===== config.mk =====
export PLATFORM = sky130hd
export DESIGN_NAME = load_store_unit
export DESIGN_NICKNAME = d
export VERILOG_FILES = /design/src/rtl/load_store_unit.sv
export SDC_FILE = /design/constraint.sdc
export NUM_CORES = 1
export LEC_CHECK = 0
export CORE_MARGIN = 5
export CORE_UTILIZATION = 40
export DETAILED_ROUTE_END_ITERATION = 8
export GPL_TIMING_DRIVEN = 0
export PLACE_DENSITY = 0.73
export SLEW_MARGIN = 25
export SYNTH_ARGS = -nofsm -noshare
export SYNTH_HDL_FRONTEND = slang
export SYNTH_SLANG_ARGS = --single-unit

===== constraint.sdc =====
create_clock -name clk -period 1.9 [get_ports clk]
set_clock_uncertainty 0.2 [all_clocks]
set_input_delay 0.19 -clock clk [delete_from_list [all_inputs] [get_ports clk]]
set_output_delay 0.19 -clock clk [all_outputs]
set_load 0.02 [all_outputs]

===== src/rtl/load_store_unit.sv =====
// load_store_unit -- memory stage of the RV32I core.
//
// Executes one load or store at a time over an ack-based data bus. Loads are
// lane-aligned, sign- or zero-extended and written back as a single-cycle
// register-file write. Misaligned accesses, illegal funct3 values and bus
// timeouts end in a one-cycle fault pulse instead of a bus access.
//
// Handshakes:
//   request : a request transfers on a posedge where req_valid && req_ready.
//             req_ready is high exactly when the unit is IDLE.
//   bus     : bus_read/bus_write assert the cycle after accept and hold, with
//             bus_addr/bus_sel/bus_wdata stable, until a posedge where bus_ack
//             is high (read data sampled on that same edge) or until TIMEOUT
//             strobe cycles have passed without ack. bus_ack is ignored when
//             no strobe is active.
//
// Ports:
//   clk, rst                     clock, synchronous active-high reset
//   req_valid/req_ready          request handshake from execute
//   req_load, req_funct3         operation kind and RV32I width/sign code
//   req_addr, req_wdata, req_rd  byte address, store data, load destination
//   bus_addr/wdata/sel           word address, replicated data, lane enables
//   bus_read/bus_write/bus_ack   strobes and completion
//   bus_rdata                    read data, valid with bus_ack
//   rf_write/rf_addr/rf_data     register-file write port (one-cycle pulse)
//   fault                        one-cycle error pulse
//   state_dbg                    current FSM state (IDLE=0 ACCESS=1 WB=2 ERR=3)

module load_store_unit #(
  parameter int TIMEOUT = 16
) (
  input  logic        clk,
  input  logic        rst,
  input  logic        req_valid,
  output logic        req_ready,
  input  logic        req_load,
  input  logic [2:0]  req_funct3,
  input  logic [31:0] req_addr,
  input  logic [31:0] req_wdata,
  input  logic [4:0]  req_rd,
  output logic [31:0] bus_addr,
  output logic [31:0] bus_wdata,
  output logic [3:0]  bus_sel,
  output logic        bus_read,
  output logic        bus_write,
  input  logic        bus_ack,
  input  logic [31:0] bus_rdata,
  output logic        rf_write,
  output logic [4:0]  rf_addr,
  output logic [31:0] rf_data,
  output logic        fault,
  output logic [1:0]  state_dbg
);

  typedef enum logic [1:0] {
    IDLE   = 2'd0,
    ACCESS = 2'd1,
    WB     = 2'd2,
    ERR    = 2'd3
  } state_t;

  localparam int CW = (TIMEOUT < 2) ? 1 : $clog2(TIMEOUT + 1);
  // Counter value seen on the last permitted strobe cycle.
  localparam logic [CW-1:0] LAST_WAIT = CW'(TIMEOUT - 1);

  state_t state, state_next;

  logic          accept;
  logic          req_illegal;
  logic          req_misaligned;
  logic          req_bad;
  logic [3:0]    sel_c;
  logic [31:0]   wdata_c;
  logic [31:0]   rdata_shifted;
  logic [31:0]   load_c;

  // Latched request fields needed after accept.
  logic [1:0]    addr_lo_q;
  logic [2:0]    funct3_q;
  logic [4:0]    rd_q;
  logic          load_q;
  logic [CW-1:0] wait_cnt;

  assign req_ready = (state == IDLE);
  assign accept    = req_valid && req_ready;
  assign state_dbg = state;

  // Request classification.
  always_comb begin
    req_illegal = 1'b0;
    if (req_load) begin
      req_illegal = (req_funct3 == 3'd3) || (req_funct3 == 3'd6) || (req_funct3 == 3'd7);
    end else begin
      req_illegal = (req_funct3 >= 3'd3);
    end
    // funct3[1:0] encodes size for both loads and stores: 0=B, 1=H, 2=W.
    req_misaligned = ((req_funct3[1:0] == 2'd1) && req_addr[0]) ||
                     ((req_funct3[1:0] == 2'd2) && (req_addr[1:0] != 2'b00));
    req_bad = req_illegal || req_misaligned;
  end

  // Lane enables and replicated store data.
  always_comb begin
    sel_c   = 4'b1111;
    wdata_c = req_wdata;
    case (req_funct3[1:0])
      2'd0: begin
        sel_c   = 4'b0001 << req_addr[1:0];
        wdata_c = {4{req_wdata[7:0]}};
      end
      2'd1: begin
        sel_c   = 4'b0011 << req_addr[1:0];
        wdata_c = {2{req_wdata[15:0]}};
      end
      default: begin
        sel_c   = 4'b1111;
        wdata_c = req_wdata;
      end
    endcase
  end

  // Load alignment: bring the addressed lane down to bit 0, then extend.
  always_comb begin
    rdata_shifted = bus_rdata >> {addr_lo_q, 3'b000};
    case (funct3_q)
      3'd0:    load_c = {{24{rdata_shifted[7]}}, rdata_shifted[7:0]};
      3'd1:    load_c = {{16{rdata_shifted[15]}}, rdata_shifted[15:0]};
      3'd4:    load_c = {24'd0, rdata_shifted[7:0]};
      3'd5:    load_c = {16'd0, rdata_shifted[15:0]};
      default: load_c = rdata_shifted;
    endcase
  end

  // Next-state logic.
  always_comb begin
    state_next = state;
    case (state)
      IDLE: begin
        if (accept) begin
          state_next = req_bad ? ERR : ACCESS;
        end
      end
      ACCESS: begin
        if (bus_ack) begin
          state_next = load_q ? WB : IDLE;
        end else if (wait_cnt == LAST_WAIT) begin
          state_next = ERR;
        end
      end
      WB:      state_next = IDLE;
      ERR:     state_next = IDLE;
      default: state_next = IDLE;
    endcase
  end

  always_ff @(posedge clk) begin
    if (rst) begin
      state <= IDLE;
    end else begin
      state <= state_next;
    end
  end

  // Registered outputs and request latches.
  always_ff @(posedge clk) begin
    if (rst) begin
      bus_addr  <= '0;
      bus_wdata <= '0;
      bus_sel   <= '0;
      bus_read  <= 1'b0;
      bus_write <= 1'b0;
      rf_write  <= 1'b0;
      rf_addr   <= '0;
      rf_data   <= '0;
      fault     <= 1'b0;
      addr_lo_q <= '0;
      funct3_q  <= '0;
      rd_q      <= '0;
      load_q    <= 1'b0;
      wait_cnt  <= '0;
    end else begin
      rf_write <= 1'b0;
      fault    <= 1'b0;
      case (state)
        IDLE: begin
          if (accept) begin
            addr_lo_q <= req_addr[1:0];
            funct3_q  <= req_funct3;
            rd_q      <= req_rd;
            load_q    <= req_load;
            wait_cnt  <= '0;
            if (req_bad) begin
              fault <= 1'b1;
            end else begin
              bus_read  <= req_load;
              bus_write <= !req_load;
              bus_addr  <= {req_addr[31:2], 2'b00};
              bus_sel   <= sel_c;
              bus_wdata <= wdata_c;
            end
          end
        end
        ACCESS: begin
          if (bus_ack) begin
            bus_read  <= 1'b0;
            bus_write <= 1'b0;
            if (load_q) begin
              // Address/data still update for x0; only the enable is gated.
              rf_write <= (rd_q != 5'd0);
              rf_addr  <= rd_q;
              rf_data  <= load_c;
            end
          end else if (wait_cnt == LAST_WAIT) begin
            bus_read  <= 1'b0;
            bus_write <= 1'b0;
            fault     <= 1'b1;
          end else begin
            wait_cnt <= wait_cnt + 1'b1;
          end
        end
        default: ;
      endcase
    end
  end

endmodule


==> results.md <==
* Status: completed
* GPL Wtd Cong at 0.868
* Mapped Cells at 681
* Predominant post-synthesis flop cell: dfxtp_1
* Core Region at between 10,000 and 15,000 um^2
* Syn. warnings at 0
* Mapped cell area at 5710 um^2
* Max cap viols at 0
* Post-Place Cell Area at a little over 8000 um^2
* Grt total ovfl at 0
* Largest net degree at the start of global routing at 17
* Simple-gate share of the synthesized area at 15.8%
* Share of layout cells above drive strength 1 at 14.6%
* P_leak at 0.00317 uW
* Synth Area in Compound Gates at 25.2%
* Unique masters post-synth at 47
* Max Slew Vio Count at 0
* Clock tree root buffer cell: clkbuf_16
* Worst EP required at 2.04 ns
* Setup TNS at 0 ns
* Ys async rst share at 0%
* Critical path endpoint category: register
* DRC violations left at 0
* Max frequency at 529 MHz
* Syn-to-layout area delta at 58.2%
* Tmin final at 1.89 ns
* Cell Rows at 43
* Buffers on Ports at 217
* Worst-Margin Slew at around 0.74 ns
* Met1 wire length at 8.50 mm
* Worst hold margin at around 0.12 ns
* Final wirelength at slightly above 20 mm
* Final Hold Viols at 0
* Maximum fanout along the worst path at 4
* DRT iter0 DRCs at approximately 400
* Max clock buf depth at 2
* First-pass GRT wire length at 31.6 mm
* XOR/XNOR Fraction of Synth Area at 0.307%
* Die Wd at 129 um
* Metal3 WL at 2.07 mm
* Final HPWL DP at 15.1 mm
* Met2 WL at 9.46 mm
* Crit path DAT at 2.03 ns
* Post-DRT Antenna Nets at 0
* Number of diodes at 0
* PD cells at 870 nW/um^2
* Vias in the first global route at 5,960
* Multi-input logic area at 2940 um^2
* Hold Buf Count CTS at 0
* Main combinational cell family by area after synthesis: compound AO/OA/AOI/OAI gates
* DR pass1 iterations at 5
* Adder-Cell Fraction of Synth Area at less than 1%
* # setup viols final at 0
* Drt wl/cell at 18.1 um
* Post-synthesis average cell area at roughly 8.4 um^2
* Reg clk slew, reported paths at 0.06 ns
* Starting Density at 41.0%
* H-tree levels at 4
* Max IR drop VDD at ~0.64 mV
* Number of CTS-inserted buffers at 17
* Synth Register Bits at 125
* Mux share of post-synthesis cell area at 8.18%
* Final Instance Area at approximately 9000 um^2
* Net count, final at 1,043
* Die height at roughly 130 um
* Vias per cell at between 5 and 6
* FF+latch area at 2510 um^2
* Clock latency on the worst-skew pair at around 0.43 ns
* Final period utilization at 99.6%
* Gr usage total at roughly a quarter
* Critical path class: register to register
* Post-synthesis sequential area ratio at 43.8%
* Clock sink count at 125
* Post-synth EDFFs at 0
* Post-route worst setup slack at 0.00802 ns
* Total number of vias at approximately 6.0k
* RSZ-0062 raised after global routing: yes
* Die ar. at ~17,000 um^2
* I/O Pins at 221
* Relative slew margins at 50.9%
* CTS tree: yes
* DR top layer: met4
* Fill count at 1,202
* Place WS at -0.534 ns
* HP Class: input pin to register
* CP startpoint kind: register
* Antenna violations before repair at 0
==> logic make-up (layout without fill, tap and decap cells) <==
kind of cell,Yosys count,after routing
XOR/XNOR,2,2
AND/OR/NAND/NOR,200,200
multiplexers,43,43
buffers and inverters,71,334
adder cells (fa/ha/maj),2,2
AO/OA/AOI/OAI,237,237
other,1,2
flip-flops,125,125
==> flip-flops by register name (all words and copies together), names as in the netlist <==
name and flops:
bus_wdata 32, rf_data 32, bus_addr 30, rd_q 5, rf_addr 5, wait_cnt 5, bus_sel 4, funct3_q 3
addr_lo_q 2, state_dbg 2, bus_read 1, bus_write 1, fault 1, load_q 1, rf_write 1
==> metal layers <==
metal / GRT usage [%] / vias up
li1: - / 2952
met1: 29.2 / 2812
met3: 10.2 / 21
met5: 0 / -
met2: 39.1 / 210
met4: 7.58 / 0
==> cells in the final DEF, fill, tap and decap left out, types with 3 or more instances in the layout <==
master,synthesis,final
a311oi_1,8,8
buf_2,20,16
bufinv_16,0,6
clkbuf_1,34,22
a211oi_2,11,11
nand3_1,47,47
nor2_1,34,32
o21ai_0,67,66
clkbuf_2,0,14
a21oi_1,105,105
nor2b_1,4,4
clkdlybuf4s50_1,0,216
buf_6,6,6
o211ai_1,10,10
nor3_1,16,16
clkbuf_4,0,4
clkbuf_16,0,17
inv_1,4,4
mux2_2,15,15
o2bb2ai_1,7,7
nand2_1,84,83
nand2b_1,3,3
clkbuf_8,0,3
buf_4,5,20
a211oi_1,18,18
dfxtp_1,125,122
mux2i_1,26,26
==> Yosys cell counts, drive strengths merged (2+ instances only) <==
master   instances  area (um^2)
a21o             3         23.8
inv              4         15.0
buf             33          213
mux2            16          184
a211oi          29          273
mux2i           26          260
xor2             2         17.5
o211ai          10         75.1
nor3            16         80.1
nand2b           3         18.8
a21oi          107          551
o21ai           67          335
o2bb2ai          7         61.3
nor2b            4         25.0
ha               2         25.0
nand3           47          235
nor4             2         12.5
clkbuf          34          128
nand2           84          315
dfxtp          125         2500
nor2            36          140
a311oi           8         70.1
==> final timing paths <==
| check | start | to | slack, ns | cells after the start |
|---|---|---|---|---|
| max | wait_cnt[1] | wait_cnt[3] | 0.008 | 7 |
| min | req_addr[23] | bus_addr[23] | 0.12 | 3 |
| max reg2reg | wait_cnt[1] | wait_cnt[3] | 0.008 | 7 |
| min reg2reg | rf_data[5] | rf_data[5] | 0.25 | 2 |
==> critical path: stages, from the launching register on <==
cell	delay (ns)
dfxtp_2	0.33
ha_2	0.17
and3_4	0.18
ha_4	0.17
nor4b_4	0.31
o2111ai_1	0.17
xor2_1	0.16
nor3_1	0.12
==> metrics by stage <==
step,total power [uW],cells,util [%]
after floorplan,3490,682,-
after global routing,8130,1125,64.8
final,7850,1125,64.8
after CTS,7870,1119,64.1
after global placement,4110,1079,58.3
after detailed placement,4110,1079,58.3
==> timing repair <==
action / 4_1_cts / 5_1_grt
endpoints found under the setup margin: 78 / 101
gates resized for setup: 20 / 36
setup buffers: 8 / 6
pin swaps: 6 / 5
==> cell type report <==
cell class              count  area share [%]
clock buffers              22            5.25
clock inverters            10            2.31
well taps                 180            2.49
repair buffers            231            25.2
flip-flops and latches    125            27.8
plain buffers              67            4.24
inverters                   4           0.166
multi-input cells         486            32.5
==> where the power goes <==
part	internal, uW	switching [uW]
logic	617	708
registers	2730	59.2
clock network	2560	1180
Power figures use the tool's default switching activity.
